## config.mk

```make
export PLATFORM = sky130hd
export DESIGN_NAME = abc_stimulus_sequencer
export DESIGN_NICKNAME = d
export VERILOG_FILES = /design/src/rtl/abc_seq_pkg.sv /design/src/rtl/seq_settle_timer.sv /design/src/rtl/abc_stimulus_sequencer.sv
export SDC_FILE = /design/constraint.sdc
export NUM_CORES = 1
export LEC_CHECK = 0
export ABC_AREA = 1
export CAP_MARGIN = 20
export CORE_ASPECT_RATIO = 1.75
export CORE_MARGIN = 2
export CORE_UTILIZATION = 30
export CTS_CLUSTER_DIAMETER = 60
export CTS_CLUSTER_SIZE = 25
export DETAILED_ROUTE_END_ITERATION = 10
export MAX_ROUTING_LAYER = met4
export PLACE_DENSITY = 0.53
export SYNTH_ARGS = -nofsm -noshare
export SYNTH_HDL_FRONTEND = slang
export SYNTH_SLANG_ARGS = --single-unit
```

## constraint.sdc

```tcl
create_clock -name clk -period 2 [get_ports clk]
set_input_delay 0.4 -clock clk [delete_from_list [all_inputs] [get_ports clk]]
set_output_delay 0.4 -clock clk [all_outputs]
set_load 0.03 [all_outputs]
```

## src/rtl/abc_seq_pkg.sv

```systemverilog
// ==== abc_seq_pkg : shared state encoding, counter width and table-width helper  (rev 1.0) ====
`default_nettype none

package abc_seq_pkg;

  typedef enum logic [1:0] {
    IDLE = 2'd0,
    RUN  = 2'd1,
    DONE = 2'd2
  } seq_state_t;

  localparam int CNT_W = 8;

  function automatic int TBL_W(input int n);
    return 2 ** n;
  endfunction

endpackage

`default_nettype wire

```

## src/rtl/seq_settle_timer.sv

```systemverilog
// ==== seq_settle_timer : per-vector hold counter with terminal-count flag  (rev 1.0) ====
`default_nettype none

module seq_settle_timer
  import abc_seq_pkg::*;
#(
  parameter int SETTLE_CYCLES = 2
) (
  input  logic clk,
  input  logic rst_n,
  input  logic clear,
  input  logic en,
  output logic tc
);

  localparam logic [CNT_W-1:0] CNT_LAST = CNT_W'(SETTLE_CYCLES - 1);

  logic [CNT_W-1:0] cnt;

  assign tc = (cnt == CNT_LAST);

  always_ff @(posedge clk or negedge rst_n) begin
    if (!rst_n) begin
      cnt <= '0;
    end else if (clear) begin
      cnt <= '0;
    end else if (en) begin
      // Restart at the sample edge so each vector gets exactly SETTLE_CYCLES cycles.
      cnt <= tc ? '0 : cnt + 1'b1;
    end
  end

endmodule

`default_nettype wire

```

## src/rtl/abc_stimulus_sequencer.sv

```systemverilog
// ==== abc_stimulus_sequencer : sweeps {A,B,C} and captures z into a truth table  (rev 1.0) ====
// ==== optional expected-table compare enabled by defining SEQ_COMPARE_EN ====
`default_nettype none

module abc_stimulus_sequencer
  import abc_seq_pkg::*;
#(
  parameter  int N_IN          = 3,
  parameter  int SETTLE_CYCLES = 2,
  localparam int TBL           = TBL_W(N_IN)
) (
  input  logic            clk,
  input  logic            rst_n,
  input  logic            start,
  input  logic            abort,
  input  logic            z,
  input  logic [TBL-1:0]  exp_table,
  output logic [N_IN-1:0] abc,
  output logic            busy,
  output logic            done,
  output logic [TBL-1:0]  truth_table,
  output logic            mismatch,
  output logic [N_IN-1:0] first_fail
);

  localparam logic [N_IN-1:0] IDX_LAST = '1;

  seq_state_t      state;
  logic [N_IN-1:0] idx;
  logic            tc;
  logic            accept;
  logic            sample;

  assign accept = (state == IDLE) && start;
  // Abort has priority over a coincident sample: the bit is left unwritten.
  assign sample = (state == RUN) && !abort && tc;
  assign abc    = idx;

  seq_settle_timer #(
    .SETTLE_CYCLES(SETTLE_CYCLES)
  ) u_timer (
    .clk  (clk),
    .rst_n(rst_n),
    .clear(accept || ((state == RUN) && abort)),
    .en   (state == RUN),
    .tc   (tc)
  );

  always_ff @(posedge clk or negedge rst_n) begin
    if (!rst_n) begin
      state       <= IDLE;
      idx         <= '0;
      busy        <= 1'b0;
      done        <= 1'b0;
      truth_table <= '0;
    end else begin
      done <= 1'b0;
      case (state)
        IDLE: begin
          if (start) begin
            state       <= RUN;
            idx         <= '0;
            busy        <= 1'b1;
            truth_table <= '0;
          end
        end
        RUN: begin
          if (abort) begin
            state <= IDLE;
            busy  <= 1'b0;
          end else if (tc) begin
            truth_table[idx] <= z;
            if (idx == IDX_LAST) begin
              state <= DONE;
              busy  <= 1'b0;
              done  <= 1'b1;
            end else begin
              idx <= idx + 1'b1;
            end
          end
        end
        DONE: begin
          state <= IDLE;
        end
        default: begin
          state <= IDLE;
          busy  <= 1'b0;
        end
      endcase
    end
  end

`ifdef SEQ_COMPARE_EN
  always_ff @(posedge clk or negedge rst_n) begin
    if (!rst_n) begin
      mismatch   <= 1'b0;
      first_fail <= '0;
    end else if (accept) begin
      mismatch   <= 1'b0;
      first_fail <= '0;
    end else if (sample && (z != exp_table[idx])) begin
      mismatch <= 1'b1;
      if (!mismatch) begin
        first_fail <= idx;
      end
    end
  end
`else
  logic unused_exp_table;
  assign unused_exp_table = ^exp_table;
  assign mismatch         = 1'b0;
  assign first_fail       = '0;
`endif

endmodule

`default_nettype wire
```

After elaboration in Yosys (flattened, before gate mapping)
Cells that the tools add are included.
{"block": "totals", "elab_cells": 61, "reg_bits": 23, "input_bits": 13}
{"block": "classes", "mux": 29, "order_cmp": 2, "add_sub_neg": 2, "reduce_logical": 11, "n_bitwise": 1, "n_eq_ne": 10}
{"operator": "$mux W8", "count": 6}
{"operator": "$pmux W8 S2", "count": 1}
{"operator": "$mux W3", "count": 4}
{"operator": "$mux W1", "count": 9}
{"operator": "$add A8 B1 Y8 const B", "count": 1}
{"operator": "$bwmux W8", "count": 1}
{"operator": "$eq A8 B1 Y1 const B", "count": 1}
{"operator": "$mux W2", "count": 4}
{"operator": "$ne A2 B2 Y1 const B", "count": 4}
{"operator": "$reduce_and A4 Y1", "count": 2}
{"operator": "$ne A3 B3 Y1 const B", "count": 2}
{"operator": "$pmux W3 S2", "count": 1}
{"operator": "$reduce_and A5 Y1", "count": 1}
{"operator": "$lt A3 B4 Y1 const B", "count": 1}
{"operator": "$pmux W2 S2", "count": 1}
{"operator": "$reduce_bool A2 Y1", "count": 2}
{"operator": "$add A3 B1 Y3 const B", "count": 1}
{"operator": "$demux W1 S3", "count": 1}
{"operator": "$eq A3 B3 Y1 const B", "count": 1}
{"operator": "$ge A3 B1 Y1 const B", "count": 1}
{"operator": "$logic_and A1 B1 Y1", "count": 3}
{"operator": "$pmux W1 S3", "count": 1}
{"operator": "$reduce_and A3 Y1", "count": 1}
{"operator": "$eq A2 B1 Y1 const B", "count": 1}
{"operator": "4 further kinds", "count": 4}

Logic depth before layout (Yosys ltp)
Gate-level depths: netlist (run 1).
{"block": "depth", "ltp_word": 8, "depth_mapped": 10, "mapped_depth_nobuf": 9}

By module
Synthesis (run 1) repeated with hierarchy kept, for this count alone.
{"block": "hier_totals", "hier_cells": 180, "hier_area_um2": 1402.6}
{"module": "abc_stimulus_sequencer", "area_each_um2": 889.6, "cells_each": 110, "n_inst": 1}
{"module": "seq_settle_timer", "area_each_um2": 513.0, "cells_each": 70, "n_inst": 1}

Worst setup path after synthesis (run 1)
Ideal clock, no wire load.
{"block": "synth_path", "kind": "register -> register", "from": "register idx[0] (netlist: abc[0])", "to": "register idx[2] (netlist: abc[2])", "required_time_ns": 1.881, "t_arrival_ns": 1.443, "period_less_slack_ns": 1.561, "stages_incl_launch_ff": 7, "path_slack_ns": 0.439, "path_buffers": 0, "path_cell_list": "dfrtp_1 -> ha_1 -> ha_1 -> o21ai_1 -> nand3_1 -> nand2_1 -> nand2_1"}
{"block": "synth_via", "elab_chain_cells": 5, "elab_cells_between_ends": 8}
{"item": "start: declaration", "line": "abc_stimulus_sequencer.sv:29", "text": "logic [N_IN-1:0] idx;"}
{"item": "start signal: assignment", "line": "abc_stimulus_sequencer.sv:78", "text": "idx <= idx + 1'b1;"}
{"item": "$add A3 B1 Y3", "line": "abc_stimulus_sequencer.sv:78"}
{"item": "$mux W3", "line": "abc_stimulus_sequencer.sv:73", "text": "if (idx == IDX_LAST) begin"}
{"item": "$mux W3", "line": "abc_stimulus_sequencer.sv:71", "text": "end else if (tc) begin"}
{"item": "$mux W3", "line": "abc_stimulus_sequencer.sv:68", "text": "if (abort) begin"}
{"item": "$pmux W3 S2", "line": "abc_stimulus_sequencer.sv:58", "text": "case (state)"}
Several ways; a longest one is shown, not always the timed one. The select of a mux whose other input is x is not followed.
A chain may end at the register's enable or synchronous reset.

Worst setup path after layout (run 1)
{"block": "layout_path", "from": "register idx[1] (netlist: abc[1])", "to": "output port abc[1]"}
{"item": "end: declaration", "line": "abc_stimulus_sequencer.sv:18", "text": "output logic [N_IN-1:0] abc,"}
No word-level cell between the ends.

==> results of run 1 <==
==> per-stage QoR <==
step                std cells  power [W]  util (%)
floorplan                 172    0.00113         -
global placement          237    0.00137      36.9
global route              241    0.00180      38.0
finish                    241    0.00165      38.0
detailed placement        237    0.00138      36.9
CTS                       241    0.00167      38.0
==> synth_stat cells <==
| cell type | n |
|---|---|
| nor3_1 | 1 |
| xor2_1 | 4 |
| dfrtp_1 | 23 |
| nand2_2 | 2 |
| inv_1 | 22 |
| clkinv_1 | 2 |
| ha_1 | 4 |
| a31oi_1 | 1 |
| o21ai_0 | 3 |
| nor2_1 | 6 |
| inv_2 | 2 |
| nand3b_1 | 1 |
| xnor2_1 | 1 |
| o21ai_1 | 1 |
| nor2_2 | 2 |
| buf_4 | 4 |
| nand3_1 | 24 |
| a21oi_1 | 1 |
| o22ai_1 | 4 |
| buf_6 | 1 |
| nand2_4 | 1 |
| nand3_4 | 1 |
| nor2_4 | 1 |
| conb_1 | 1 |
| nand2_1 | 56 |
==> worst paths after layout <==
kind                                       startpoint                    endpoint  slack [ns]  cells after the start
max in group asynchronous                       rst_n  truth_table[6]$_DFFE_PN0P_        1.26                      2
max                                abc[1]$_DFFE_PN0P_                      abc[1]         0.1                      1
max reg2reg                        abc[1]$_DFFE_PN0P_          abc[0]$_DFFE_PN0P_        0.42                      6
min in group asynchronous                       rst_n            busy$_DFFE_PN0P_        0.49                      2
min reg2reg                truth_table[2]$_DFFE_PN0P_  truth_table[2]$_DFFE_PN0P_        0.48                      2
min                        truth_table[2]$_DFFE_PN0P_  truth_table[2]$_DFFE_PN0P_        0.48                      2
==> state kept, by name, summed over array words and instances, names as in the netlist <==
name and count:
abc 3, busy 1, done 1, state 2, truth_table 8, u_timer.cnt 8
==> cells by family after synthesis <==
kind of cell    count (synthesis)  synth area share (%)
fa+ha+maj                       4                  3.85
simple gates                   95                  33.1
xor+xnor                        5                  3.37
buf+inv                        31                  10.7
other cells                     1                 0.289
compound gates                 10                  4.33
flops                          23                  44.3
==> metal layers <==
metal / wire (um) / GRT usage, % / up-vias / part of all wire [%]
li1: - / - / 568 / -
met5: 0 / - / - / 0
met2: 1440 / 23.2 / 19 / 53
met1: 1120 / 15.2 / 490 / 41
met4: 82 / 7.69 / 0 / 3.0
met3: 73 / 1.81 / 7 / 2.7
==> power groups by stage <==
stage               registers [W]  logic (W)  clock network, W
floorplan                0.000698   0.000436                 0
global placement         0.000617   0.000756                 0
detailed placement       0.000617   0.000759                 0
CTS                      0.000608   0.000763          0.000303
global route             0.000621   0.000857          0.000320
finish                   0.000608   0.000753          0.000285
==> final cells by class <==
class	count	share of cell area, %
Timing Repair Buffer	21	12.7
Clock buffer	4	2.86
Tap cell	49	3.89
Inverter	26	6.20
Multi-Input combinational cell	118	37.8
Sequential cell	23	36.5
==> results.txt, run 1 <==
----------------------------------------------------
[Placed design]
  Post-Place Worst Slack ... slightly above 0.3 ns
  Post-place instance area ... between 1500 and 2000 um^2
  Final RePlAce weighted congestion ... 0.792
  HPWL after detailed placement ... ~2 mm
  Port Buffer Count ... 17

[Die]
  Count of boundary I/O pins ... 30
  Width of the die ... roughly 54 um
  Die outline height ... about 90 um
  Area enclosed by the die boundary ... a little under 5000 um^2
  Core Region ... 4150 um^2
  Site Rows ... 31
  Initial standard-cell utilization of the core ... between 30% and 40%

[STA]
  Achievable clock frequency ... between 0.5 and 0.6 GHz
  Final hold viol count ... 0
  Total count of max-transition violations in the final report ... 0
  Fin Setup TNS ... 0 ns
  RSZ-0062 raised after global routing ... false
  Ratio of final minimum period to clock period ... 95.0%
  Hold slack final ... ~0.48 ns
  Crit path setup slack, layout ... between 0.09 and 0.1 ns
  Setup-violating endpoint count in the final report ... 0
  Post-layout min period ... roughly 1.9 ns
  Fin Clk Skew ... 0.00281 ns

[Clocking]
  Clock latency on the worst-skew pair ... between 0.2 and 0.3 ns
  Hold-fix buffers at CTS ... 0
  CTS sink count ... 23
  H-tree depth reported by CTS ... 1
  Number of buffers created by CTS ... 3
  Clock root buffer ... clkbuf_8
  Clock-pin slew on the worst setup and hold paths ... around 0.08 ns
  TritonCTS clock tree ... built
  Post-CTS Resized ... 0
  Bufs on Longest Clock Path ... 2
  Buffers inserted during post-CTS setup optimization ... 0

[Synthesis]
  Post-Synthesis Cell Area ... 1300 um^2
  Cell accounting for the most synthesized area ... dfrtp_1
  Netlist cell types ... 25
  Leading cell types by total area after synthesis ... dfrtp_1 44%, nand2_1 16%, nand3_1 9.2%
  Sequential fraction of the synthesis area ... between 40% and 50%
  Mean instance size in the synthesized netlist ... 7.68 um^2
  Fraction of synthesized cell area taken by the top area cell type ... about 44%
  Synth Warn # ... 0
  Register bit total from synthesis ... 23
  Syn Inst Count ... 169

[Critical path]
  Endpoint arrival time on the critical path ... about 1.5 ns
  Critical Path RT ... about 1.6 ns
  Kind of end point of the critical path ... primary output
  Setup crit start kind ... flop
  Delay of the slowest cell on the worst path ... 0.73 ns
  Maximum fanout along the worst path ... 8
  Slowest stage cell on the critical path ... clkdlybuf4s50_1
  Worst Setup Path Type ... flop to primary output
  CP top delay family ... buffers and inverters
  Buffer and inverter count on the worst path ... 1
  Cell breakdown of the critical path ... clkdlybuf4s50_1

[Cells and area]
  Number of antenna diodes ... 0
  Layout fillers ... 438
  Share of layout cells above drive strength 1 ... roughly 8.3%
  Most common library cell in the layout ignoring fill and taps ... nand2_1
  Relative area change from synthesis to final layout ... 21.3%
  Area taken by multi-input logic gates ... ~600 um^2
  Storage cell area ... 576 um^2
  Final non-filler cell area ... 1580 um^2
  Leading cell types in the layout, fill and taps excluded ... 56 x nand2_1, 24 x nand3_1, 23 x dfrtp_1, 22 x inv_1, 17 x clkdlybuf4s50_1
  Final Net Count ... between 200 and 250

[Detailed routing]
  Remaining antenna violation count after routing ... 0
  First drt pass iteration count ... 4
  DR DRC count ... 0
  Via-to-Cell Ratio ... around 4.5
  Total length of routed wires ... approximately 2.7 mm
  Routed wire per std cell ... 11.3 um
  Drt first-iter violations ... 17
  Via count ... roughly 1.1k

[Global routing]
  Sum of overflow across all layers after global routing ... 0
  Initial antenna violation count ... 0
  Via count of the first global-routing pass ... 1138
  Global-route wire length before repair ... 4.93 mm
  Total routing resource utilization after global routing ... ~14%
  Largest net degree at the start of global routing ... 24

[Power and ir drop]
  Sw Pwr ... approximately 0.0007 W
  Cell internal pwr ... between 0.0009 and 0.001 W
  Relative contribution of combinational cells to total power ... 45.8%
  Switching Fraction ... ~43%
  Share of total power in the clock network ... ~17%
  Power per Cell Area ... between 1000 and 1500 nW/um^2
  Relative contribution of sequential cells to total power ... 36.9%
  Leak Pwr ... between 0.8 and 0.9 nW
  Maximum resistive drop on vdd ... around 530 uV

[Hold path]
  Worst hold path class ... flop to flop

[Job]
  Max-capacitance violation count ... 0

[Status]
  Outcome ... completed

----------------------------------------------------
Power figures use the tool's default switching activity.
==> run 2: changes to the inputs <==
clock period = 2.1 ns   (was 2 ns; I/O delays follow)
==> run 2 against run 1 <==
  * Sequential share of layout area is 0.18 points higher
  * Flip-flop and latch count unchanged
  * First-iteration DRC count is 12% lower
  * Highest routed layer unchanged
  * Register-to-register slack gained 0.06 ns
  * Clock skew is 0.00091 ns lower
  * Die area unchanged
  * Critical endpoint is now abc[0]
  * Largest power group unchanged
==> results.txt, run 2 (synthesis results as in run 1) <==
----------------------------------------------------
[Status]
  Outcome ... completed

[Placed design]
  Final RePlAce weighted congestion ... 0.771 (-2.7%)
  Port Buffer Count ... 17 (unchanged)
  HPWL after detailed placement ... 1.99 mm (-2.4%)
  Post-Place Worst Slack ... 0.396 ns (+0.0939 ns)

[Power and ir drop]
  Share of total power in the clock network ... 17.6% (+0.3 points)
  Power per Cell Area ... 989 nW/um^2 (-5.3%)
  Switching Fraction ... 42.6% (-0.043 points)
  Relative contribution of sequential cells to total power ... 37.7% (+0.8 points)
  Sw Pwr ... 0.000660 W (-5.9%)
  Cell internal pwr ... 0.000891 W (-5.7%)
  Maximum resistive drop on vdd ... 516 uV (-3.0%)
  Relative contribution of combinational cells to total power ... 44.7% (-1.1 points)
  Leak Pwr ... 0.833 nW (-0.63%)
  Sum of internal, switching and leakage power ... 0.00155 W (-5.8%)

[Hold path]
  Worst hold path class ... flop to flop
  Worst hold path depth ... 2 (unchanged)
  Min-Delay Startpoint ... truth_table[2]$_DFFE_PN0P_
  Endpoint of the worst hold path ... truth_table[2]$_DFFE_PN0P_

[Detailed routing]
  Total length of routed wires ... 2.66 mm (-2.5%)
  Routed wire per std cell ... 11.1 um (-2.1%)
  Via-to-Cell Ratio ... 4.53 (+0.79%)
  Remaining antenna violation count after routing ... 0 (unchanged)
  Via count ... 1088 (+0.37%)
  DR DRC count ... 0 (unchanged)
  Drt first-iter violations ... 15 (-2)
  First drt pass iteration count ... 4 (unchanged)

[Cells and area]
  Storage cell area ... 576 um^2 (unchanged)
  Final Net Count ... 209 (-0.48%)
  Share of layout cells above drive strength 1 ... 7.85% (-0.48 points)
  Number of antenna diodes ... 0 (unchanged)
  Leading cell types in the layout, fill and taps excluded ... 56 x nand2_1, 24 x nand3_1, 23 x dfrtp_1, 22 x inv_1, 17 x clkdlybuf4s50_1
  Area taken by multi-input logic gates ... 596 um^2 (unchanged)
  Layout fillers ... 444 (+1.4%)
  Relative area change from synthesis to final layout ... 20.7%
  Most common library cell in the layout ignoring fill and taps ... nand2_1

[Critical path]
  Worst reg2reg startpoint ... abc[0]$_DFFE_PN0P_
  Maximum fanout along the worst path ... 8 (unchanged)
  Flop-to-flop setup slack ... 0.48 ns (+0.06 ns)
  Setup crit start kind ... flop
  Critical Path RT ... 1.68 ns (+0.08 ns)
  Endpoint of the lowest-slack register-to-register path ... abc[2]$_DFFE_PN0P_
  Worst Setup Path Type ... flop to primary output
  Kind of end point of the critical path ... primary output
  Depth of the worst register-to-register path ... 6 (unchanged)
  Slowest stage cell on the critical path ... clkdlybuf4s50_1
  Buffer and inverter count on the worst path ... 1 (unchanged)
  Delay of the slowest cell on the worst path ... 0.73 ns (about the same)
  CP top delay family ... buffers and inverters
  Endpoint arrival time on the critical path ... 1.49 ns (about the same)
  Cell breakdown of the critical path ... clkdlybuf4s50_1

[Global routing]
  Initial antenna violation count ... 0 (unchanged)
  Global-route wire length before repair ... 4.69 mm (-4.9%)
  Total routing resource utilization after global routing ... 13.2% (-0.72 points)
  Via count of the first global-routing pass ... 1097 (-3.6%)
  Largest net degree at the start of global routing ... 24 (unchanged)
  Sum of overflow across all layers after global routing ... 0 (unchanged)

[STA]
  Total count of max-transition violations in the final report ... 0 (unchanged)
  Fin Clk Skew ... 0.00190 ns (-0.000909 ns)
  Post-layout min period ... roughly 1.9 ns
  Final hold viol count ... 0 (unchanged)
  RSZ-0062 raised after global routing ... false
  Setup-violating endpoint count in the final report ... 0 (unchanged)
  Achievable clock frequency ... ~0.52 GHz
  Hold slack final ... 0.477 ns (-0.00135 ns)
  Crit path setup slack, layout ... 0.187 ns (+0.0874 ns)
  Ratio of final minimum period to clock period ... 91.1%
  Fin Setup TNS ... 0 ns (unchanged)

[Die]
  Count of boundary I/O pins ... 30 (unchanged)
  Width of the die ... 53.7 um (unchanged)
  Die outline height ... 91.0 um (unchanged)
  Site Rows ... 31 (unchanged)
  Initial standard-cell utilization of the core ... 31.3% (unchanged)
  Area enclosed by the die boundary ... 4890 um^2 (unchanged)
  Core Region ... 4150 um^2 (unchanged)

[Clocking]
  Clock latency on the worst-skew pair ... 0.26 ns (about the same)
  H-tree depth reported by CTS ... 1 (unchanged)
  Hold-fix buffers at CTS ... 0 (unchanged)
  Bufs on Longest Clock Path ... 2 (unchanged)
  Clock-pin slew on the worst setup and hold paths ... 0.08 ns (about the same)
  Clock root buffer ... clkbuf_8
  Buffers inserted during post-CTS setup optimization ... 0 (unchanged)
  CTS sink count ... 23 (unchanged)
  Number of buffers created by CTS ... 3 (unchanged)
  Post-CTS Resized ... 0 (unchanged)
  TritonCTS clock tree ... built

[Job]
  Max-capacitance violation count ... 0 (unchanged)

----------------------------------------------------
==> run 2: cell count changes in the layout (fill, tap and decap cells not counted) <==
cell   delta
buf_4     -1
==> run 2: worst max path at each step <==
stage | start | end | slack, ns | cells past startpoint
2_1_floorplan | abc[0]$_DFFE_PN0P_ | abc[2]$_DFFE_PN0P_ | 0.54 | 6
3_3_place_gp | start | abc[2]$_DFFE_PN0P_ | 0.39 | 6
3_5_place_dp | start | abc[2]$_DFFE_PN0P_ | 0.40 | 6
4_1_cts | abc[1]$_DFFE_PN0P_ | abc[1] | 0.18 | 1
5_1_grt | abc[0]$_DFFE_PN0P_ | abc[0] | 0.12 | 1
6_report | abc[0]$_DFFE_PN0P_ | abc[0] | 0.19 | 1
==> run 2: layer usage <==
layer / vias up / GRT usage, % / routed length [um]
met4: 0 / 5.98 / 46
met1: 501 / 14.8 / 1120
met5: - / - / 0
li1: 565 / - / -
met2: 18 / 22.1 / 1410
met3: 4 / 1.97 / 80
==> run 2: worst min-delay path: stages (launching register included) <==
cell,delay [ns]
dfrtp_1,0.35
nand2_1,0.05
nand2_1,0.04
==> run 2: stage by stage <==
stage / utilization [%] / cell area (um^2) / std cells
final: 37.8 / 1570 / 240
after global routing: 37.8 / 1570 / 240
after CTS: 37.8 / 1570 / 240
after detailed placement: 36.7 / 1520 / 236
after global placement: 36.7 / 1520 / 236
after floorplan: - / 1310 / 172
==> run 2: area by class of cell <==
type                    count  area share (%)
well taps                  49            3.91
clock buffers               4            2.87
inverters                  26            6.23
multi-input cells         118            38.0
flip-flops and latches     23            36.7
repair buffers             20            12.3
==> run 2: power groups by stage <==
| stage | Sequential [W] | Clock [W] | Combinational, W |
|---|---|---|---|
| 2_1_floorplan | 0.000665 | 0 | 0.000415 |
| 3_3_place_gp | 0.000593 | 0 | 0.000702 |
| 3_5_place_dp | 0.000594 | 0 | 0.000707 |
| 4_1_cts | 0.000586 | 0.000288 | 0.000709 |
| 5_1_grt | 0.000599 | 0.000302 | 0.000793 |
| 6_report | 0.000585 | 0.000273 | 0.000693 |
==> run 3: changes to the inputs <==
CORE_MARGIN = not set   (was 2)
CTS_CLUSTER_DIAMETER = 200   (was 60)
==> run 3 against run 2 <==
  * Final cell count stayed put
  * Critical path type unchanged
  * Sequential share of layout area stayed put
  * Critical endpoint is now abc[1]
  * Clock power is 1% lower
  * Hold slack worse by 0.0035 ns
  * Clock-buffer cell count stayed put
  * Largest cell class unchanged
  * Maximum frequency is 0.21% lower
  * Combinational power hardly changed
==> results.txt, run 3 (synthesis results as in run 1) <==
----------------------------------------------------
[Critical path]
  Critical Path RT ... 1.68 ns (about the same)
  Critical Path Source ... abc[1]$_DFFE_PN0P_
  Slowest stage cell on the critical path ... clkdlybuf4s50_1
  Delay of the slowest cell on the worst path ... 0.73 ns (about the same)
  Cell breakdown of the critical path ... clkdlybuf4s50_1
  Kind of end point of the critical path ... primary output
  Setup crit start kind ... flop
  CP top delay family ... buffers and inverters
  Maximum fanout along the worst path ... 8 (unchanged)
  Buffer and inverter count on the worst path ... 1 (unchanged)
  Endpoint arrival time on the critical path ... 1.50 ns (about the same)
  Worst Setup Path Type ... flop to primary output
  Worst reg2reg startpoint ... abc[0]$_DFFE_PN0P_

[Detailed routing]
  Via count ... 1076 (-1.1%)
  DR DRC count ... 0 (unchanged)
  Routed wire per std cell ... 10.8 um (-2.4%)
  Via-to-Cell Ratio ... 4.48 (-1.1%)
  Total length of routed wires ... 2.59 mm (-2.4%)
  First drt pass iteration count ... 4 (unchanged)
  Remaining antenna violation count after routing ... 0 (unchanged)
  Drt first-iter violations ... 30 (+15)

[STA]
  Ratio of final minimum period to clock period ... 91.3% (+0.19 points)
  Fin Setup TNS ... 0 ns (unchanged)
  Fin Clk Skew ... 0.00364 ns (+0.00174 ns)
  Achievable clock frequency ... 0.522 GHz (-0.21%)
  Setup-violating endpoint count in the final report ... 0 (unchanged)
  Total count of max-transition violations in the final report ... 0 (unchanged)
  Final hold viol count ... 0 (unchanged)
  Post-layout min period ... 1.92 ns (+0.00398 ns)
  RSZ-0062 raised after global routing ... false

[Power and ir drop]
  Power per Cell Area ... 986 nW/um^2 (-0.35%)
  Relative contribution of sequential cells to total power ... 37.8% (about the same)
  Relative contribution of combinational cells to total power ... 44.8% (about the same)
  Switching Fraction ... 42.4% (-0.18 points)
  Maximum resistive drop on vdd ... 573 uV (+11%)
  Cell internal pwr ... 0.000891 W (about the same)
  Sum of internal, switching and leakage power ... 0.00155 W (-0.35%)
  Leak Pwr ... 0.833 nW (unchanged)
  Sw Pwr ... 0.000655 W (-0.78%)
  Share of total power in the clock network ... 17.4% (-0.2 points)

[Cells and area]
  Number of antenna diodes ... 0 (unchanged)
  Share of layout cells above drive strength 1 ... 7.85% (unchanged)
  Layout fillers ... 435 (-2.0%)
  Final Net Count ... 209 (unchanged)
  Number of standard cells in the final layout excluding fillers ... 240 (unchanged)
  Relative area change from synthesis to final layout ... 20.7% (unchanged)
  Most common library cell in the layout ignoring fill and taps ... nand2_1
  Leading cell types in the layout, fill and taps excluded ... 56 x nand2_1, 24 x nand3_1, 23 x dfrtp_1, 22 x inv_1, 17 x clkdlybuf4s50_1
  Final non-filler cell area ... 1570 um^2 (unchanged)

[Die]
  Area enclosed by the die boundary ... 4610 um^2 (-5.8%)
  Die outline height ... 89.0 um (-2.2%)
  Count of boundary I/O pins ... 30 (unchanged)
  Initial standard-cell utilization of the core ... 31.3% (unchanged)
  Site Rows ... 31 (unchanged)
  Width of the die ... 51.7 um (-3.7%)
  Core Region ... 4150 um^2 (unchanged)

[Job]
  Max-capacitance violation count ... 0 (unchanged)

[Placed design]
  # placed instances ... 236 (unchanged)
  Port Buffer Count ... 17 (unchanged)
  Post-place instance area ... 1520 um^2 (unchanged)
  Final RePlAce weighted congestion ... 0.773 (+0.34%)
  HPWL after detailed placement ... 1.93 mm (-2.9%)

[Clocking]
  TritonCTS clock tree ... built
  Clock root buffer ... clkbuf_8
  CTS sink count ... 23 (unchanged)
  Post-CTS Resized ... 0 (unchanged)
  Clock-pin slew on the worst setup and hold paths ... 0.08 ns (about the same)
  H-tree depth reported by CTS ... 1 (unchanged)
  Bufs on Longest Clock Path ... 2 (unchanged)
  Hold-fix buffers at CTS ... 0 (unchanged)
  Number of buffers created by CTS ... 3 (unchanged)
  Buffers inserted during post-CTS setup optimization ... 0 (unchanged)
  Clock latency on the worst-skew pair ... 0.26 ns (about the same)

[Hold path]
  Min-Delay Startpoint ... truth_table[3]$_DFFE_PN0P_
  Worst hold path class ... flop to flop

[Status]
  Outcome ... completed

[Global routing]
  Largest net degree at the start of global routing ... 24 (unchanged)
  Via count of the first global-routing pass ... 1042 (-5.0%)
  Global-route wire length before repair ... 4.64 mm (-1.2%)
  Total routing resource utilization after global routing ... 13.9% (+0.63 points)
  Sum of overflow across all layers after global routing ... 0 (unchanged)
  Initial antenna violation count ... 0 (unchanged)

----------------------------------------------------
-- run 3: cell counts in the layout (fill, tap and decap cells not counted) --
No cell type changed its count.
-- run 3: power groups by stage --
stage          combinational (W)  clock (W)  sequential, W
2_1_floorplan           0.000415          0       0.000665
3_3_place_gp            0.000702          0       0.000594
3_5_place_dp            0.000704          0       0.000593
4_1_cts                 0.000707   0.000284       0.000585
5_1_grt                 0.000782   0.000310       0.000599
6_report                0.000692   0.000269       0.000584
-- run 3: metal layers --
layer	vias to the layer above	track usage, %	wire length [um]
met5	-	-	0
li1	566	-	-
met2	16	25.5	1380
met3	4	1.53	68
met1	490	14.8	1100
met4	0	5.16	39
-- run 3: final timing paths --
| path | slack, ns | to | cells past startpoint |
|---|---|---|---|
| worst max-delay path | 0.18 | abc[1] | 1 |
| worst min-delay path | 0.47 | truth_table[3]$_DFFE_PN0P_ | 2 |
| worst max register to register | 0.51 | abc[1]$_DFFE_PN0P_ | 6 |
| worst min register to register | 0.47 | truth_table[3]$_DFFE_PN0P_ | 2 |
| max in group asynchronous | 1.35 | truth_table[0]$_DFFE_PN0P_ | 2 |
| min in group asynchronous | 0.52 | busy$_DFFE_PN0P_ | 2 |
-- run 3: area by class of cell --
class / instances / area (um^2) / area share [%]
timing repair buffer: 20 / 193 / 12.3
clock buffer: 4 / 45.0 / 2.87
tap: 49 / 61.3 / 3.91
multi-input combinational: 118 / 596 / 38.0
sequential: 23 / 576 / 36.7
inverter: 26 / 97.6 / 6.23
-- run 3: through the flow --
| step | hold slack [ns] | worst slack [ns] | util, % |
|---|---|---|---|
| 6_report | 0.473 | 0.183 | 37.8 |
| 5_1_grt | 0.511 | 0.116 | 37.8 |
| 4_1_cts | 0.482 | 0.185 | 37.8 |
| 3_5_place_dp | 0.461 | 0.395 | 36.7 |
| 3_3_place_gp | 0.460 | 0.392 | 36.7 |
| 2_1_floorplan | 0.124 | 0.539 | - |
